File: src/rtl/mips_pkg.sv
// Shared definitions for the MIPS pipeline: ALU operation codes, ALUOp/funct
// encodings and the control bundle carried between pipeline registers.
package mips_pkg;

    // ALU operation select
    localparam logic [3:0] ALU_AND = 4'b0000;
    localparam logic [3:0] ALU_OR  = 4'b0001;
    localparam logic [3:0] ALU_ADD = 4'b0010;
    localparam logic [3:0] ALU_SUB = 4'b0110;
    localparam logic [3:0] ALU_SLT = 4'b0111;
    localparam logic [3:0] ALU_NOP = 4'b1111;

    // ALUOp from the main decoder
    localparam logic [1:0] ALUOP_ADD   = 2'b00;
    localparam logic [1:0] ALUOP_SUB   = 2'b01;
    localparam logic [1:0] ALUOP_RTYPE = 2'b10;

    // R-type function field
    localparam logic [5:0] FN_ADD = 6'b100000;
    localparam logic [5:0] FN_SUB = 6'b100010;
    localparam logic [5:0] FN_AND = 6'b100100;
    localparam logic [5:0] FN_OR  = 6'b100101;
    localparam logic [5:0] FN_SLT = 6'b101010;

    // Control bundle that travels down the pipe with an instruction
    typedef struct packed {
        logic reg_write;
        logic mem_read;
        logic mem_write;
        logic mem_to_reg;
        logic branch;
        logic alu_src;
    } ctrl_t;

endpackage

File: src/rtl/alu_control.sv
// ALU control decode: (ALUOp, funct) -> 4-bit operation plus an illegal flag.
// Purely combinational so the instruction decoder can share it.
module alu_control import mips_pkg::*; (
    input  logic [1:0] alu_op,
    input  logic [5:0] funct,
    output logic [3:0] operation,
    output logic       illegal
);

    // Unknown ALUOp or funct maps to the NOP operation and flags illegal.
    always_comb begin
        operation = ALU_NOP;
        illegal   = 1'b0;
        case (alu_op)
            ALUOP_ADD: operation = ALU_ADD;
            ALUOP_SUB: operation = ALU_SUB;
            ALUOP_RTYPE: begin
                case (funct)
                    FN_ADD:  operation = ALU_ADD;
                    FN_SUB:  operation = ALU_SUB;
                    FN_AND:  operation = ALU_AND;
                    FN_OR:   operation = ALU_OR;
                    FN_SLT:  operation = ALU_SLT;
                    default: illegal   = 1'b1;
                endcase
            end
            default: illegal = 1'b1;
        endcase
    end

endmodule

File: src/rtl/id_ex_stage.sv
// ID/EX pipeline register with ALU control decode, EX-side operand
// forwarding and load-use hazard detection. Drives the ALU directly.
module id_ex_stage import mips_pkg::*; #(
    parameter int DATA_W = 32,
    parameter int REG_AW = 5
) (
    input  logic              clk,
    input  logic              rst,
    input  logic              id_valid,
    input  logic [DATA_W-1:0] id_rs_data,
    input  logic [DATA_W-1:0] id_rt_data,
    input  logic [DATA_W-1:0] id_imm,
    input  logic [DATA_W-1:0] id_pc_plus4,
    input  logic [REG_AW-1:0] id_rs,
    input  logic [REG_AW-1:0] id_rt,
    input  logic [REG_AW-1:0] id_rd,
    input  logic [1:0]        id_alu_op,
    input  logic [5:0]        id_funct,
    input  logic              id_alu_src,
    input  logic              id_reg_dst,
    input  logic              id_reg_write,
    input  logic              id_mem_read,
    input  logic              id_mem_write,
    input  logic              id_mem_to_reg,
    input  logic              id_branch,
    input  logic              flush,
    input  logic              fwd_em_we,
    input  logic [REG_AW-1:0] fwd_em_rd,
    input  logic [DATA_W-1:0] fwd_em_data,
    input  logic              fwd_mw_we,
    input  logic [REG_AW-1:0] fwd_mw_rd,
    input  logic [DATA_W-1:0] fwd_mw_data,
    output logic              load_use_stall,
    output logic [DATA_W-1:0] ex_number1,
    output logic [DATA_W-1:0] ex_number2,
    output logic [3:0]        ex_operation,
    output logic [DATA_W-1:0] ex_store_data,
    output logic [REG_AW-1:0] ex_dest,
    output logic [DATA_W-1:0] ex_branch_target,
    output logic              ex_valid,
    output logic              ex_reg_write,
    output logic              ex_mem_read,
    output logic              ex_mem_write,
    output logic              ex_mem_to_reg,
    output logic              ex_branch,
    output logic              ex_illegal
);

    ctrl_t             id_ctrl;
    ctrl_t             ex_ctrl;
    logic [3:0]        dec_operation;
    logic              dec_illegal;
    logic              capture;
    logic [REG_AW-1:0] ex_rs;
    logic [REG_AW-1:0] ex_rt;
    logic [DATA_W-1:0] rs_q;
    logic [DATA_W-1:0] rt_q;
    logic [DATA_W-1:0] imm_q;
    logic [DATA_W-1:0] fwd_rs;
    logic [DATA_W-1:0] fwd_rt;

    alu_control u_alu_control (
        .alu_op    (id_alu_op),
        .funct     (id_funct),
        .operation (dec_operation),
        .illegal   (dec_illegal)
    );

    // Illegal decodes never write the register file or memory.
    always_comb begin
        id_ctrl            = '0;
        id_ctrl.reg_write  = id_reg_write & ~dec_illegal;
        id_ctrl.mem_read   = id_mem_read;
        id_ctrl.mem_write  = id_mem_write & ~dec_illegal;
        id_ctrl.mem_to_reg = id_mem_to_reg;
        id_ctrl.branch     = id_branch;
        id_ctrl.alu_src    = id_alu_src;
    end

    // Load in EX whose destination is read by ID; rt is checked even for I-type.
    always_comb begin
        load_use_stall = ex_valid & ex_ctrl.mem_read & (ex_dest != '0) & id_valid &
                         ((id_rs == ex_dest) | (id_rt == ex_dest));
        capture        = id_valid & ~flush & ~load_use_stall;
    end

    // Pipeline register: capture a real instruction, otherwise load a zeroed bubble.
    always_ff @(posedge clk or posedge rst) begin
        if (rst) begin
            ex_valid         <= 1'b0;
            ex_ctrl          <= '0;
            ex_operation     <= ALU_AND;
            ex_illegal       <= 1'b0;
            ex_dest          <= '0;
            ex_rs            <= '0;
            ex_rt            <= '0;
            rs_q             <= '0;
            rt_q             <= '0;
            imm_q            <= '0;
            ex_branch_target <= '0;
        end else if (capture) begin
            ex_valid         <= 1'b1;
            ex_ctrl          <= id_ctrl;
            ex_operation     <= dec_operation;
            ex_illegal       <= dec_illegal;
            ex_dest          <= id_reg_dst ? id_rd : id_rt;
            ex_rs            <= id_rs;
            ex_rt            <= id_rt;
            rs_q             <= id_rs_data;
            rt_q             <= id_rt_data;
            imm_q            <= id_imm;
            ex_branch_target <= id_pc_plus4 + (id_imm << 2);
        end else begin
            ex_valid         <= 1'b0;
            ex_ctrl          <= '0;
            ex_operation     <= ALU_AND;
            ex_illegal       <= 1'b0;
            ex_dest          <= '0;
            ex_rs            <= '0;
            ex_rt            <= '0;
            rs_q             <= '0;
            rt_q             <= '0;
            imm_q            <= '0;
            ex_branch_target <= '0;
        end
    end

    // Operand forwarding: EX/MEM beats MEM/WB, register 0 is never forwarded.
    always_comb begin
        fwd_rs = rs_q;
        if (fwd_mw_we && (fwd_mw_rd == ex_rs) && (ex_rs != '0)) fwd_rs = fwd_mw_data;
        if (fwd_em_we && (fwd_em_rd == ex_rs) && (ex_rs != '0)) fwd_rs = fwd_em_data;
        fwd_rt = rt_q;
        if (fwd_mw_we && (fwd_mw_rd == ex_rt) && (ex_rt != '0)) fwd_rt = fwd_mw_data;
        if (fwd_em_we && (fwd_em_rd == ex_rt) && (ex_rt != '0)) fwd_rt = fwd_em_data;
    end

    assign ex_number1    = fwd_rs;
    assign ex_number2    = ex_ctrl.alu_src ? imm_q : fwd_rt;
    assign ex_store_data = fwd_rt;
    assign ex_reg_write  = ex_ctrl.reg_write;
    assign ex_mem_read   = ex_ctrl.mem_read;
    assign ex_mem_write  = ex_ctrl.mem_write;
    assign ex_mem_to_reg = ex_ctrl.mem_to_reg;
    assign ex_branch     = ex_ctrl.branch;

endmodule

File: config.mk
export PLATFORM = sky130hd
export DESIGN_NAME = id_ex_stage
export DESIGN_NICKNAME = d
export VERILOG_FILES = /design/src/rtl/mips_pkg.sv /design/src/rtl/alu_control.sv /design/src/rtl/id_ex_stage.sv
export SDC_FILE = /design/constraint.sdc
export NUM_CORES = 1
export LEC_CHECK = 0
export ABC_AREA = 1
export CAP_MARGIN = 5
export CORE_MARGIN = 2
export CORE_UTILIZATION = 47
export DETAILED_ROUTE_END_ITERATION = 8
export PLACE_DENSITY = 0.83
export SYNTH_ARGS = -nofsm -noshare
export SYNTH_HDL_FRONTEND = slang
export SYNTH_SLANG_ARGS = --single-unit
File: constraint.sdc
create_clock -name clk -period 5.1 [get_ports clk]
set_input_delay 0.51 -clock clk [delete_from_list [all_inputs] [get_ports clk]]
set_output_delay 0.51 -clock clk [all_outputs]
set_load 0.05 [all_outputs]
==> Word level (Yosys, flattened, before mapping) <==
Index checks and enable logic that the tools add are counted.
{ "totals": {"reg_bits": 155, "inputBits": 238, "out_inout_bits": 145, "word_cells": 77} }
{ "classes": {"addsub": 1, "eq_ne": 13, "n_mux": 21, "n_bitwise": 12, "reduce_logical": 14} }
{ "op_table": {"columns": ["cell", "count"], "rows": [
  ["$mux W32", 9],
  ["$add A32 B32 Y32", 1],
  ["$eq A5 B5 Y1", 6],
  ["$eq A6 B6 Y1 const B", 5],
  ["$mux W5", 4],
  ["$pmux W4 S5", 1],
  ["$reduce_bool A5 Y1", 3],
  ["$pmux W4 S3", 1],
  ["$and A1 B1 Y1", 8],
  ["$logic_and A1 B1 Y1", 8],
  ["$mux W6", 1],
  ["$reduce_or A5 Y1", 1],
  ["$mux W4", 1],
  ["$mux W1", 3],
  ["$not A1 Y1", 3],
  ["$eq A2 B1 Y1 const B", 1],
  ["$eq A2 B2 Y1 const B", 1],
  ["$logic_not A2 Y1", 1],
  ["$pmux W1 S2", 1],
  ["$reduce_or A2 Y1", 1],
  ["$or A1 B1 Y1", 1]
]} }

==> Logic depth before layout (Yosys ltp) <==
{ "depth": {"ltp_word": 7, "mapped_depth": 13, "ltp_nobuf": 13} }

==> Cells and area by module <==
Synthesis repeated with hierarchy kept, for this count alone.
{ "unflattened": {"hier_cells": 1560, "area_unflattened_um2": 10517.6} }
{ "by_module_without_submodules": {"columns": ["module", "n_inst", "cells_each", "area_each_um2", "seq_area_each_um2"], "rows": [
  ["id_ex_stage", 1, 1525, 10356.2, 3878.7],
  ["alu_control", 1, 35, 161.4, 0.0]
]} }

==> Least setup slack after synthesis <==
Ideal clock, no wire load.
{ "synth_timing": {"kind": "input -> output", "from": "input port fwd_em_rd[4]", "to": "output port ex_number1[3]", "t_arrival_ps": 2303, "t_required_ps": 4590, "path_slack_ps": 2287, "stages": 6, "n_path_buf": 1, "path_cell_list": "xnor2_1 -> nand3_1 -> nor3_1 -> nand2_1 -> clkbuf_1 -> o21ai_0"} }
{ "synth_via": {"elab_chain_len": 4} }
{ "synth_rtl": {"columns": ["item", "line_no", "rtl"], "rows": [
  ["start: declaration", "id_ex_stage.sv:28", "input logic [REG_AW-1:0] fwd_em_rd,"],
  ["$eq A5 B5 Y1", "id_ex_stage.sv:132", "if (fwd_em_we && (fwd_em_rd == ex_rs) && (ex_rs != '0)) fwd_rs = fwd_em_data;"],
  ["$logic_and A1 B1 Y1 (2 in series)", "id_ex_stage.sv:132", null],
  ["$mux W32", "id_ex_stage.sv:132", null],
  ["end: declaration", "id_ex_stage.sv:34", "output logic [DATA_W-1:0] ex_number1,"]
]} }
Every way passes these cells.

==> Final worst setup path <==
{ "layout_timing": {"from": "input port fwd_mw_rd[0]", "to": "output port ex_number1[0]"} }
{ "layout_via": {"elab_chain_len": 5} }
{ "layout_rtl": {"columns": ["item", "line_no", "rtl"], "rows": [
  ["start: declaration", "id_ex_stage.sv:31", "input logic [REG_AW-1:0] fwd_mw_rd,"],
  ["$eq A5 B5 Y1", "id_ex_stage.sv:131", "if (fwd_mw_we && (fwd_mw_rd == ex_rs) && (ex_rs != '0)) fwd_rs = fwd_mw_data;"],
  ["$logic_and A1 B1 Y1 (2 in series)", "id_ex_stage.sv:131", null],
  ["$mux W32", "id_ex_stage.sv:131", null],
  ["$mux W32", "id_ex_stage.sv:132", null]
]} }
Every way passes these cells.

==> summary by stage <==
Floorplan
The initial utilization of the core area, before any placement, comes to 0.480. The x dimension of the die is between 150 and 200 microns. The placeable core area is approximately 23,000 sq um. 383 I/O pins were placed. The floorplan step defined a die boundary enclosing between 20,000 and 25,000 sq um. The height of the chip is 157 microns.

The floorplan has 55 rows.

Placed design
The instance area at placement is 14,800 sq um. At the end of routability-driven placement, the weighted congestion stood at 0.973. During placement, the flow inserted port buffers numbering between 300 and 400.

The HPWL after detailed placement is around 30,000 microns. After detailed placement, the design holds a cell count of between 2,000 and 2,500. Prior to clock tree synthesis, the placed netlist has a worst setup slack of roughly 1.1 ns.

Timing
Setup violations remaining at the end of the flow were counted as 0. The timing-limited maximum frequency is around 0.25 GHz. The number of slew-limit violations in the final report is 0. The worst path in the final design needs a cycle of 4.07 ns, including I/O delays and setup. Setup repair after global routing left no endpoint under its margin. The max-slew headroom at the worst pin is 0.243. The total negative setup slack is 0 ns.

The clock arrives with 0.0126 ns of skew. At the pin with the least slew margin, the transition time is about 1.1 ns. The count of final hold-check violations is 0. Across all setup checks in the final design, the least slack found is approximately 1.0 ns. Of the available clock period, the critical path in the final layout requires 0.797.

GRT
The via count of the first global-routing pass is 11,000. Summed over all layers, the global routing overflow is 0. After global routing, the most crowded layer is met2. The total global routing track utilization is 0.325. The initial antenna violation count came to 8. The first global-routing pass estimated about 60,000 microns of wire. The met1 track utilization from global routing is 0.398. For met2 alone, demand over resource in global routing was 0.545. In the global route stage, met3 resource usage came out at 0.0631. Entering global routing, the biggest net connects 86 pins.

Clock tree
Clock tree synthesis inserted a total of 17 buffers. The clock tree from TritonCTS is yes. The number of H-tree levels is 4.

For this design, the sink count on the clock tree is between 150 and 200. In this run, post-CTS hold repair placed 0 buffers. After clock tree synthesis, the clock-pin slew on the worst setup and hold paths is 0.07 ns. Buffers added to address setup during post-CTS repair amount to 0. The buffer depth of the longest clock path is 2.

The source-to-sink clock delay at the later pin of the worst-skew pair is 0.43 ns. The clock root buffer is clkbuf_16. The post-cts gate resize count is 0.

Synthesis
Of the synthesized area, sequential elements account for 0.354. The total of flip-flops plus latches after synthesis is 155. dfrtp_1 takes more of the synthesized area than any other cell.

The count of yosys warnings during synthesis is 0. The portion of synthesized cell area occupied by the leading cell type is 0.354. Counting every instance in the synthesized netlist gives 1,521. Summing every instance area after synthesis gives between 10,000 and 15,000 sq um. The post-synthesis net count is 1,789. The post-synthesis area per instance is just over 7 sq um. By area the synthesized netlist is led by dfrtp_1 35%, nand2_1 14%, inv_1 10%.

The number of distinct library cells after synthesis is 35.

Setup path
The category of the worst setup path capture point is an output pin. The most prevalent standard cell on the critical path is nand2_1. Tracing the worst setup path back leads to its startpoint at fwd_mw_rd[0]. The slowest stage of the critical path belongs to the cell clkdlybuf4s50_1. The count of buffer and inverter cells on the critical path is 2.

Traced cell by cell, the critical path runs through clkdlybuf4s50_1, xnor2_1, nand2_1, nor3_4, nand2_1, nand2_1, nand3_1, o21ai_0, clkdlybuf4s50_1. In this design, the stage delay of the slowest critical-path cell is 0.91 ns. The cell type group with the largest total delay on the critical path is buffers and inverters.

The worst register-to-register path begins at ex_dest[4]. The critical path is of the in2out type. Data on the critical path is required at its endpoint by around 4.6 ns. The arrival time of data at the critical path endpoint is 3.56 ns.

The maximum fanout along the worst path is 30. STA classifies the critical path startpoint as an input pin.

Routing
The detail route stage leaves a number of antenna-violating nets equal to 0. The detailed-route via count is 11,000. In the routed layout, each cell is associated on average with a via count of a little under 5. Wires add up to 39,100 microns. The detailed router finished its first iteration with approximately 980 violations. The average wire per cell in the routed design is roughly 18 microns. The number of iterations in the first detailed-routing pass is 7.

After detailed routing, the number of remaining DRC violations is 0.

Pwr
The power density normalized to cell area is 243 nW/um^2. Cell internal power was estimated by the tool at between 0.002 and 0.0025 W. Summed over all nets, the switching power comes to roughly 0.0013 W. The share of total power dissipated in sequential elements is 0.348. The largest voltage drop on the vdd net is between 0.0002 and 0.00025 V. Summed over all cells, the static leakage comes to 7.90 nW. Of the total power, the clock network draws 0.345. The switching power as a share of total power is 0.342. The part of the power in combinational logic is 0.307.

Hold path
The worst hold path begins at id_rt_data[23]. The min-delay analysis places its worst path in the category in2reg.

Finish
The final-layout fill cell count is approximately 1,900. The multi-input combinational cells in the finished layout cover a total of ~5500 sq um. The post-synthesis to final-layout area growth is 41.3%.

For this run, the share of the core covered by cells in the final layout is 0.679. The proportion of layout cells with a drive suffix above 1 is 0.0923. The final design area excluding fillers is 15,500 sq um. The total area of sequential cells is a little under 4000 sq um. At the end of the flow, the number of nets in the layout was ~2,200.

The number of standard cells in the final layout excluding fillers is 2,216.

Outcome
The run finished with clean final reports.

Job
The max capacitance violation total is 0.
[power groups by stage]
stage	clock, W	sequential, W	combinational, W
2_1_floorplan	0	0.00141	0.000617
3_3_place_gp	0	0.00133	0.00114
3_5_place_dp	0	0.00133	0.00115
4_1_cts	0.00132	0.00131	0.00115
5_1_grt	0.00138	0.00131	0.00124
6_report	0.00130	0.00131	0.00115
[logic make-up after synthesis]
logic type | count (synthesis) | synth area share
AO/OA/AOI/OAI | 78 | 0.0388
XOR/XNOR | 27 | 0.0216
adder cells (fa/ha/maj) | 30 | 0.0350
buffers and inverters | 365 | 0.146
flip-flops | 155 | 0.354
AND/OR/NAND/NOR | 866 | 0.405
[metrics by stage]
stage / hold WS [ns] / power (W)
2_1_floorplan: 0.616 / 0.00202
3_3_place_gp: 0.784 / 0.00246
3_5_place_dp: 0.800 / 0.00248
4_1_cts: 0.590 / 0.00378
5_1_grt: 0.605 / 0.00393
6_report: 0.604 / 0.00376
[layer usage]
layer  part of all wire  up-vias
met1               0.39     5090
met2               0.49      504
met5                  0        -
met3              0.077      104
met4              0.048        0
li1                   -     5303
[synth_stat cells, drive strengths merged]
master and number:
nor3 11, o22ai 1, xor2 7, o21ai 35
a21boi 1, fa 1, a21oi 34, o21bai 1
nand2 404, buf 47, nand3 166, dfrtp 155
o2111ai 1, a211oi 1, nand4 2, inv 311
xnor2 20, nor2 214, ha 29, and2 35
clkbuf 7, a21o 1, nand3b 34, o211ai 3
[worst register-to-register path: stages, from the launching register on]
cell and delay [ns]:
dfrtp_1 0.45, inv_2 0.09, nand2_1 0.05, nand2_1 0.06, nor2_1 0.04, nand3_1 0.10
nand2_2 0.10, nand2_2 0.09, nand3_4 0.62, buf_12 0.55, nor3_1 0.28
[cells in the final DEF (no fill, tap or decap), drive strengths merged, types with 3 or more instances in the layout]
master         instances
buf                   27
xor2                   7
nor2                 214
nand3b                34
a21oi                 34
ha                    29
clkinv                 5
xnor2                 20
nand2                404
nand3                166
clkdlybuf4s50        369
diode                  8
o211ai                 3
dfrtp                155
nor3                  11
clkbuf                18
o21ai                 35
inv                  317
and2                  35
[cell type report]
cell class / instances / area share
clock inverters: 14 / 0.0103
diodes: 8 / 0.00129
multi-input cells: 1001 / 0.355
well taps: 313 / 0.0253
repair buffers: 396 / 0.254
flip-flops and latches: 155 / 0.251
clock buffers: 18 / 0.0284
inverters: 311 / 0.0758
[worst paths after layout]
kind / slack (ns) / to / cells past startpoint
worst max-delay path: 1.03 / ex_number1[0] / 9
worst min-delay path: 0.60 / rt_q[23] / 3
worst max register to register: 2.55 / ex_branch_target[14] / 10
worst min register to register: 0.81 / ex_valid / 3
max in group asynchronous: 3.43 / ex_branch_target[14] / 3
min in group asynchronous: 0.61 / ex_dest[0] / 2
(Power assumes the default switching activity.)
